## config.mk

```make
export PLATFORM = sky130hd
export DESIGN_NAME = mem_arbiter
export DESIGN_NICKNAME = d
export VERILOG_FILES = /design/src/rtl/mem_arbiter.sv
export SDC_FILE = /design/constraint.sdc
export NUM_CORES = 1
export LEC_CHECK = 0
export ABC_AREA = 1
export ABC_CLOCK_PERIOD_IN_PS = 1500
export BUFFER_PORTS_ARGS = -buffer_cell sky130_fd_sc_hd__buf_2
export CAP_MARGIN = 25
export CORE_UTILIZATION = 35
export CTS_BUF_LIST = sky130_fd_sc_hd__clkbuf_8
export CTS_CLUSTER_DIAMETER = 40
export DETAILED_ROUTE_END_ITERATION = 10
export PLACE_DENSITY_LB_ADDON = 0.15
export SLEW_MARGIN = 15
export SYNTH_ARGS = -nofsm -noshare
export SYNTH_HDL_FRONTEND = slang
export SYNTH_SLANG_ARGS = --single-unit
```

## constraint.sdc

```tcl
create_clock -name Clk -period 1.5 [get_ports Clk]
set_input_delay 0.225 -clock Clk [delete_from_list [all_inputs] [get_ports Clk]]
set_output_delay 0.225 -clock Clk [all_outputs]
set_load 0.1 [all_outputs]
```

## src/rtl/mem_arbiter.sv

```systemverilog
// mem_arbiter: shares one asynchronous SRAM between the CPU datapath and the
// debug (switch-load) port. One access runs at a time through a small FSM.
// When both ports request together, a last-grant bit picks the one that was
// not served last. The chosen request's we/addr/wdata are captured at grant,
// so the requester may change its inputs afterwards without affecting the
// access. The SRAM strobes and acks come only from the state and the captured
// registers, never straight from the request inputs.
module mem_arbiter (
    input  logic        Clk,
    input  logic        Reset,

    input  logic        cpu_req,
    input  logic        cpu_we,
    input  logic [15:0] cpu_addr,
    input  logic [15:0] cpu_wdata,
    output logic        cpu_ack,

    input  logic        dbg_req,
    input  logic        dbg_we,
    input  logic [15:0] dbg_addr,
    input  logic [15:0] dbg_wdata,
    output logic        dbg_ack,

    output logic [15:0] rdata,

    output logic        Mem_CE,
    output logic        Mem_UB,
    output logic        Mem_LB,
    output logic        Mem_OE,
    output logic        Mem_WE,
    output logic [15:0] Mem_ADDR,
    output logic [15:0] Mem_DOUT,
    output logic        Mem_DRIVE,
    input  logic [15:0] Mem_DIN,

    output logic        busy
);

    typedef enum logic [2:0] {
        IDLE = 3'd0,
        RD1  = 3'd1,
        RD2  = 3'd2,
        WR1  = 3'd3,
        WR2  = 3'd4,
        DONE = 3'd5
    } state_t;

    // Requester encoding for the last-grant bit.
    localparam logic GRANT_CPU = 1'b0;
    localparam logic GRANT_DBG = 1'b1;

    state_t      state_reg;
    logic        last_grant_reg;   // requester granted most recently; also owns the access in flight
    logic        we_reg;
    logic [15:0] addr_reg;
    logic [15:0] wdata_reg;
    logic [15:0] rdata_reg;

    logic        any_req;
    logic        grant_dbg;        // requester selected if a grant happens this cycle
    logic        sel_we;
    logic [15:0] sel_addr;
    logic [15:0] sel_wdata;

    // Round-robin choice: debug wins when it is the only requester, or when
    // both request and the CPU was served last.
    always_comb begin
        any_req   = cpu_req | dbg_req;
        grant_dbg = dbg_req & (~cpu_req | (last_grant_reg == GRANT_CPU));
        sel_we    = grant_dbg ? dbg_we    : cpu_we;
        sel_addr  = grant_dbg ? dbg_addr  : cpu_addr;
        sel_wdata = grant_dbg ? dbg_wdata : cpu_wdata;
    end

    // Access sequencer: grant and capture in IDLE, two strobe cycles, then DONE.
    always_ff @(posedge Clk or posedge Reset) begin
        if (Reset) begin
            state_reg      <= IDLE;
            last_grant_reg <= GRANT_DBG;   // CPU takes the first tie after reset
            we_reg         <= 1'b0;
            addr_reg       <= 16'h0000;
            wdata_reg      <= 16'h0000;
            rdata_reg      <= 16'h0000;
        end else begin
            case (state_reg)
                IDLE: begin
                    if (any_req) begin
                        last_grant_reg <= grant_dbg ? GRANT_DBG : GRANT_CPU;
                        we_reg         <= sel_we;
                        addr_reg       <= sel_addr;
                        wdata_reg      <= sel_wdata;
                        state_reg      <= sel_we ? WR1 : RD1;
                    end
                end
                RD1: begin
                    state_reg <= RD2;
                end
                RD2: begin
                    // Data has had a full strobe cycle to settle; capture it.
                    rdata_reg <= Mem_DIN;
                    state_reg <= DONE;
                end
                WR1: begin
                    state_reg <= WR2;
                end
                WR2: begin
                    state_reg <= DONE;
                end
                DONE: begin
                    state_reg <= IDLE;
                end
                default: begin
                    state_reg <= IDLE;
                end
            endcase
        end
    end

    // SRAM strobes, address and acks decoded from the state and captured registers.
    always_comb begin
        Mem_CE    = 1'b0;
        Mem_UB    = 1'b0;
        Mem_LB    = 1'b0;
        Mem_OE    = ~((state_reg == RD1) | (state_reg == RD2));
        Mem_WE    = ~((state_reg == WR1) | (state_reg == WR2));
        Mem_DRIVE = (state_reg == WR1) | (state_reg == WR2);
        Mem_DOUT  = wdata_reg;
        Mem_ADDR  = (state_reg == IDLE) ? 16'h0000 : addr_reg;
        cpu_ack   = (state_reg == DONE) & (last_grant_reg == GRANT_CPU);
        dbg_ack   = (state_reg == DONE) & (last_grant_reg == GRANT_DBG);
        busy      = (state_reg != IDLE);
        rdata     = rdata_reg;
    end

endmodule

```

# == After elaboration in Yosys (flattened, before gate mapping) ==
# Cells that the tools add are included.
# op_classes
magnitude_cmp,0
n_mux,8
addsub,0
bitwise_logic,11
eq_ne,6
multipliers,0
reduce_logical,4
shift,0
n_div,0
# ops
operator,n
$mux W16,3
$pmux W3 S4,1
$eq A3 B2 Y1 const B,2
$eq A3 B3 Y1 const B,2
$not A1 Y1,4
$or A1 B1 Y1,4
$and A1 B1 Y1,3
$eq A3 B1 Y1 const B,1
$logic_not A3 Y1,1
$mux W3,1
$reduce_bool A3 Y1,1
$mux W1,2
$mux W2,1
$ne A2 B2 Y1 const B,1
$reduce_and A2 Y1,1
$reduce_or A2 Y1,1
# word_totals
mem_count,0
out_inout_bits,57
ram_bits,0
romBits,0
register_bits,52
latch_bits,0

# == Depth between registers and ports, before layout ==
# Gate-level depths: netlist (run 1).
# depth
ltp_word,7
mapped_depth,8
ltp_nobuf,7

# == Worst setup path after synthesis (run 1) ==
# No wires, ideal clock.
# synth_timing
path_kind,register to output
start,reg state_reg[2]
end,out Mem_DRIVE
arrival_time_ns,3.928
path_slack_ns,-2.653
required_time_ns,1.275
path_stages_with_launch,4
cell_sequence,dfrtp_1 > inv_1 > o21ai_0 > inv_1
# synth_between
elab_chain_len,2
elab_cells_between_ends,3
# synth_lines
item,line,source
"start, declared",52,state_t state_reg;
"start signal, assigned",92,state_reg <= sel_we ? WR1 : RD1;
$eq A3 B2 Y1 or $eq A3 B3 Y1 (tied branches),126,Mem_DRIVE = (state_reg == WR1) | (state_reg == WR2);
$or A1 B1 Y1 *,126,
"end, declared",33,"output logic Mem_DRIVE,"
# Every way passes the cells marked *; elsewhere a longest branch is shown, timed or not.

# == Worst setup path in the final report (run 1) ==
# layout_timing
start,reg state_reg[1]
end,out Mem_ADDR[3]
# layout_between
elab_chain_len,2
# layout_lines
item,line,source
$logic_not A3 Y1,128,Mem_ADDR = (state_reg == IDLE) ? 16'h0000 : addr_reg;
$mux W16,128,
"end, declared",31,"output logic [15:0] Mem_ADDR,"
# No other way between the ends.

==> summary.md, run 1 <==
| Metric | Value |
|---|---|
| Crit. End Element | `primary output` |
| DP HPWL | `5.08 mm` |
| Htree depth | `2` |
| Vias in the first global route | `2657` |
| FF+latch count, synth | `52` |
| Die X | `87.8 um` |
| Syn Area/Cell | `6.99 um2` |
| WL per Instance | `11.4 um` |
| TritonCTS clock tree | `done` |
| Critical path class | `flop to primary output` |
| Final Critical Period | `1690 ps` |
| Final hold vios | `0` |
| Clk slew on worst S/H paths | `100 ps` |
| Root Driver | `clkbuf_8` |
| Starting density of the core | `37.1%` |
| RR Endpoint | `addr_reg[4]` |
| Core Footprint | `6940 um2` |
| Outcome | `complete, but fails checks` |
| Area grow syn2layout | `66.7%` |
| Reg2Reg Depth | `7` |
| Worst setup margin | `-190 ps` |
| Mapped Area | `2580 um2` |
| Post-synth top area cell | `dfrtp_1` |
| DRC viols | `0` |
| Vias/cell | `4.47` |
| Post-route clock period utilization | `113%` |
| First-pass GRT wire length | `11.4 mm` |
| GRT overflow | `0` |
| Mapped Cells | `369` |
| Clock skew | `14.1 ps` |
| Initial antenna violation count | `0` |
| Initial detailed-routing violation count | `57` |
| Sequential fraction of the synthesis area | `50.5%` |
| Most common cell in the synthesized netlist | `nand2_1` |
| GPL Wtd Cong | `0.785` |
| Synth Flop Type | `dfrtp_1` |
| # IOs | `143` |
| Critical Path RT | `1270 ps` |
| Ys async rst share | `100%` |
| Pin count of the biggest net entering global routing | `35` |
| Clock Latency Late Sink | `310 ps` |
| DR pass1 iterations | `4` |
| Yosys warnings | `0` |
| Die area | `7710 um2` |
| Vias | `2800` |
| Violated checks | `setup timing` |
| Routed Antenna Nets | `0` |
| Synth area leaders | `dfrtp_1, nand2_1, inv_1, o21ai_0, nor2_1` |
| Total length of routed wires | `7.17 mm` |
| Clock buffer depth | `2` |
| Final setup fails | `22` |
| Critical path origin | `state_reg[1]` |
| Commonest cells in the netlist | `nand2_1, dfrtp_1, inv_1` |
| Final Max Slew Viols | `0` |
| CP max FO | `9` |
| Max Fclk | `0.592 GHz` |
| R2r setup slk | `50 ps` |
| Fraction of layout cells with a size suffix above 1 | `40.9%` |
| CTS Buf Count | `5` |
| Antenna diode count | `0` |
| Hold crit path type | `input pin to flop` |
| Setup crit start kind | `flop` |
| Sink Count | `52` |
| Post-synth EDFFs | `0` |
| Max Cap Viol | `0` |
| Unrepaired setup endpoints after global routing | `yes` |
| Worst Path Arrival | `1460 ps` |
| Placement Rows | `30` |
| Yosys cell types | `17` |
| Tot GR Track Use | `18.9%` |
| Post-Route Setup TNS | `-3490 ps` |
| Critical Path End | `Mem_ADDR[3]` |
| Fin nets | `616` |
| Port Buf Inserts | `139` |
| Yosys top cell area share | `49.5%` |
| DIE HEIGHT | `87.8 um` |
| FF-to-FF Start | `state_reg[1]` |
-- logic make-up (layout without fill, tap and decap cells) --
kind of cell           after synthesis  count (layout)  share of synthesized area, %
AOI/OAI and AO/OA                   23              23                          5.00
buffers and inverters               49             209                          8.25
DFF                                 52              52                          50.5
other                                1               3                         0.145
and+or+nand+nor                    244             244                          36.1
-- metrics by stage --
step	area, um2	util (%)	hold slack (ps)	instances	setup slack, ps
floorplan	2660	-	335	371	-432
global placement	3860	55.7	267	604	75.3
detailed placement	3860	55.7	270	604	64.6
CTS	4200	60.5	97.5	622	-199
global route	4300	61.9	109	627	-232
finish	4300	61.9	95.7	627	-190
-- final cells by class --
class | instances | area [um2]
Clock buffer | 5 | 68.8
Multi-Input combinational cell | 270 | 1270
Fill cell | 611 | 2650
Clock inverter | 3 | 46.3
Sequential cell | 52 | 1300
Tap cell | 96 | 120
Inverter | 31 | 119
Timing Repair Buffer | 170 | 1370
-- worst min-delay path by stage --
| stage | startpoint | to | slack (ps) | cells after the start |
|---|---|---|---|---|
| floorplan | Mem_DIN[0] | rdata[0] | 330 | 2 |
| global placement | Reset | rdata[10] | 270 | 3 |
| detailed placement | Reset | rdata[10] | 270 | 3 |
| CTS | Mem_DIN[11] | rdata[11] | 100 | 3 |
| global route | Mem_DIN[12] | rdata[12] | 110 | 3 |
| finish | Mem_DIN[11] | rdata[11] | 100 | 3 |
-- layer usage --
layer / part of all wire, % / global-route usage (%) / up-vias
li1: - / - / 1409
met1: 42 / 22.1 / 1270
met2: 50 / 33.5 / 110
met3: 6.4 / 3.68 / 11
met4: 1.5 / 8.05 / 0
met5: 0 / 0 / -
-- worst max-delay path: stages, from the launching register on --
cell,delay (ps)
dfrtp_1,420
inv_2,100
nand2_4,60
nor2_4,140
buf_12,190
nor2_4,60
buf_12,160
-- what timing repair did --
action                     in CTS  in global routing
gates cloned                    1                  2
setup endpoints to repair      21                 55
hold buffers                    1                  0
setup buffers                   8                  5
resized for setup              31                 16
hold endpoints to repair       51                  0
pin swaps                       3                  4
-- layout by cell type (no fill, tap or decap) --
cell	instances
a21oi_1	1
a21oi_4	1
buf_12	27
buf_2	117
buf_4	20
buf_6	3
bufinv_16	1
clkbuf_16	2
clkbuf_8	5
clkinvlp_4	1
conb_1	3
dfrtp_1	50
dfrtp_2	1
dfstp_2	1
dlygate4sd3_1	1
inv_1	24
inv_2	6
inv_4	1
inv_6	1
nand2_1	212
nand2_2	3
nand2_4	1
nand3_1	4
nand3_4	1
nor2_2	3
nor2_4	20
o211ai_1	1
o21ai_0	18
o21ai_4	2
Power of run 1 is not shown: default switching activity piles up to over one toggle a cycle in this logic, so the estimate is an artifact.
==> inputs of run 2 (changes only) <==
--- a/config.mk
+++ b/config.mk
@@ -13,7 +13,7 @@
 export CTS_BUF_LIST = sky130_fd_sc_hd__clkbuf_8
 export CTS_CLUSTER_DIAMETER = 40
 export DETAILED_ROUTE_END_ITERATION = 10
-export PLACE_DENSITY_LB_ADDON = 0.15
+export PLACE_DENSITY = 0.65
 export SLEW_MARGIN = 15
 export SYNTH_ARGS = -nofsm -noshare
 export SYNTH_HDL_FRONTEND = slang
==> run 2 against run 1 <==
The flow still finishes with violations (setup timing). Final area shrank 3.1%. Register-to-register slack got worse by 80 ps. Count of clock-buffer cells in the layout is the same. Clock skew decreased by 2.9 ps. Wire length shrank 0.84%. Maximum frequency is 0.31% higher. First-iteration DRC count up 7.0%. Hold slack improved by 18 ps. Global-route usage is 0.38 points lower. Via count decreased by 4.0%. Critical endpoint is now Mem_ADDR[9].
==> summary.md, run 2 (synthesized netlist as in run 1, its figures left out) <==
| Metric | Value |
|---|---|
| Outcome | `complete, but fails checks` |
| Violated checks | `setup timing` |
| # IOs | `143 (unchanged)` |
| WL per Instance | `11.4 um (-0.52%)` |
| Clock Latency Late Sink | `300 ps (about the same)` |
| Fraction of layout cells with a size suffix above 1 | `40.3% (-0.60 points)` |
| Max Cap Viol | `0 (unchanged)` |
| Post-route clock period utilization | `112% (-0.35 points)` |
| Met2 GRT Util | `33.3% (-0.14 points)` |
| Total length of routed wires | `7.11 mm (-0.84%)` |
| Core Footprint | `6940 um2 (unchanged)` |
| Port Buf Inserts | `139 (unchanged)` |
| Crit. End Element | `primary output` |
| Routed Antenna Nets | `0 (unchanged)` |
| RR Endpoint | `Mem_DOUT[1]` |
| Critical path class | `flop to primary output` |
| Vias in the first global route | `2484 (-6.5%)` |
| CTS Buf Count | `5 (unchanged)` |
| Root Driver | `clkbuf_8` |
| Vias/cell | `4.30 (-3.7%)` |
| Leading cell types in the layout, fill and taps excluded | `nand2_1, buf_2, dfrtp_1, inv_1, buf_12` |
| Placement Rows | `30 (unchanged)` |
| Pin count of the biggest net entering global routing | `32 (-8.6%)` |
| Worst Path Arrival | `1460 ps (about the same)` |
| Tot GR Track Use | `18.5% (-0.38 points)` |
| Htree depth | `2 (unchanged)` |
| Starting density of the core | `37.1% (unchanged)` |
| Critical Path RT | `1270 ps (about the same)` |
| GPL Wtd Cong | `0.754 (-3.9%)` |
| Die area | `7710 um2 (unchanged)` |
| Final Max Slew Viols | `0 (unchanged)` |
| Fillers | `650 (+6.4%)` |
| DP HPWL | `5.23 mm (+3.0%)` |
| Crit path max-delay cell type | `dfrtp_2` |
| Setup crit start kind | `flop` |
| Antenna diode count | `0 (unchanged)` |
| Die X | `87.8 um (unchanged)` |
| Hold path start | `Mem_DIN[8]` |
| Hold crit path type | `input pin to flop` |
| Final setup fails | `38 (+73%)` |
| Initial detailed-routing violation count | `61 (+7.0%)` |
| Fin nets | `614 (-0.32%)` |
| Unrepaired setup endpoints after global routing | `yes` |
| Clock skew | `11.2 ps (-2.93 ps)` |
| Critical Path Max Stage Delay | `490 ps (+70 ps)` |
| Reg2Reg Depth | `7 (unchanged)` |
| Cell mode on critical path | `buf_12` |
| Hold path endpoint | `rdata[8]` |
| Area grow syn2layout | `61.6%` |
| Post-Route Setup TNS | `-3270 ps (+216 ps)` |
| DIE HEIGHT | `87.8 um (unchanged)` |
| Final hold vios | `0 (unchanged)` |
| Cell Chain, Critical Path | `nor2_4 > buf_6 > buf_12 > nor2_2 > buf_12` |
| First-pass GRT wire length | `11.1 mm (-2.9%)` |
| GRT busiest layer | `met2` |
| TritonCTS clock tree | `done` |
| FF-to-FF Start | `state_reg[2]` |
| Hold depth | `3 (unchanged)` |
| GRT overflow | `0 (unchanged)` |
| Worst setup margin | `-185 ps (+5.23 ps)` |
| Met3 usage | `4.05% (+0.38 points)` |
| DR pass1 iterations | `4 (unchanged)` |
| Commonest non-fill, non-tap cell in the layout | `nand2_1` |
| Initial antenna violation count | `0 (unchanged)` |
| Sink Count | `52 (unchanged)` |
| R2r setup slk | `-30 ps (-80 ps)` |
| Final Critical Period | `1680 ps (-5.23 ps)` |
| Max Fclk | `0.594 GHz (+0.31%)` |
| Met1 Use GR | `22.4% (+0.27 points)` |
| Vias | `2687 (-4.0%)` |
| DRC viols | `0 (unchanged)` |
| Clk slew on worst S/H paths | `90 ps (about the same)` |
| CP max FO | `8 (-1)` |
| Clock buffer depth | `2 (unchanged)` |
==> run 2: how the worst max path moves through the flow <==
stage	endpoint	startpoint	depth (start not counted)	slack (ps)
2_1_floorplan	Mem_DRIVE	state_reg[2]	3	-430
6_report	Mem_ADDR[9]	state_reg[2]	5	-180
5_1_grt	Mem_ADDR[12]	state_reg[2]	5	-240
3_5_place_dp	Mem_ADDR[13]	state_reg[0]	6	50
4_1_cts	Mem_ADDR[9]	state_reg[0]	7	-190
3_3_place_gp	Mem_DOUT[13]	state_reg[2]	7	90
==> run 2: repair_timing <==
item	4_1_cts	5_1_grt
endpoints found under the hold margin	21	0
pin swaps	6	2
setup endpoints to repair	22	55
gates resized for setup	26	9
setup buffers	8	2
gates cloned	1	0
hold buffers	1	0
==> run 2: layout make-up <==
type	count	area, um2	area share, %
multi-input combinational	270	1250	30.1
sequential	52	1310	31.3
timing repair buffer	168	1290	31.0
inverter	31	116	2.79
clock buffer	5	68.8	1.65
tap	96	120	2.88
clock inverter	3	12.5	0.300
==> run 2: critical path, delay by kind of cell, from the launching register on <==
| kind | cells | cell delay (ps) |
|---|---|---|
| flip-flops | 1 | 490 |
| buffers and inverters | 3 | 450 |
| AND/OR/NAND/NOR | 2 | 200 |
==> run 2: stage by stage <==
| stage | utilization, % | hold slack (ps) | setup slack (ps) | instances | instance area (um2) |
|---|---|---|---|---|---|
| after floorplan | - | 335 | -432 | 371 | 2660 |
| final | 60.0 | 114 | -185 | 625 | 4170 |
| after CTS | 59.7 | 108 | -187 | 624 | 4140 |
| after detailed placement | 55.7 | 279 | 47.9 | 606 | 3870 |
| after global placement | 55.7 | 273 | 87.3 | 606 | 3870 |
| after global routing | 60.0 | 110 | -237 | 625 | 4170 |
==> run 2: routing by layer <==
layer,routed length (um),vias up
met4,45,0
met2,3530,91
met1,3160,1182
met3,371,6
met5,0,-
li1,-,1408
Power of run 2 is left out for the same reason.
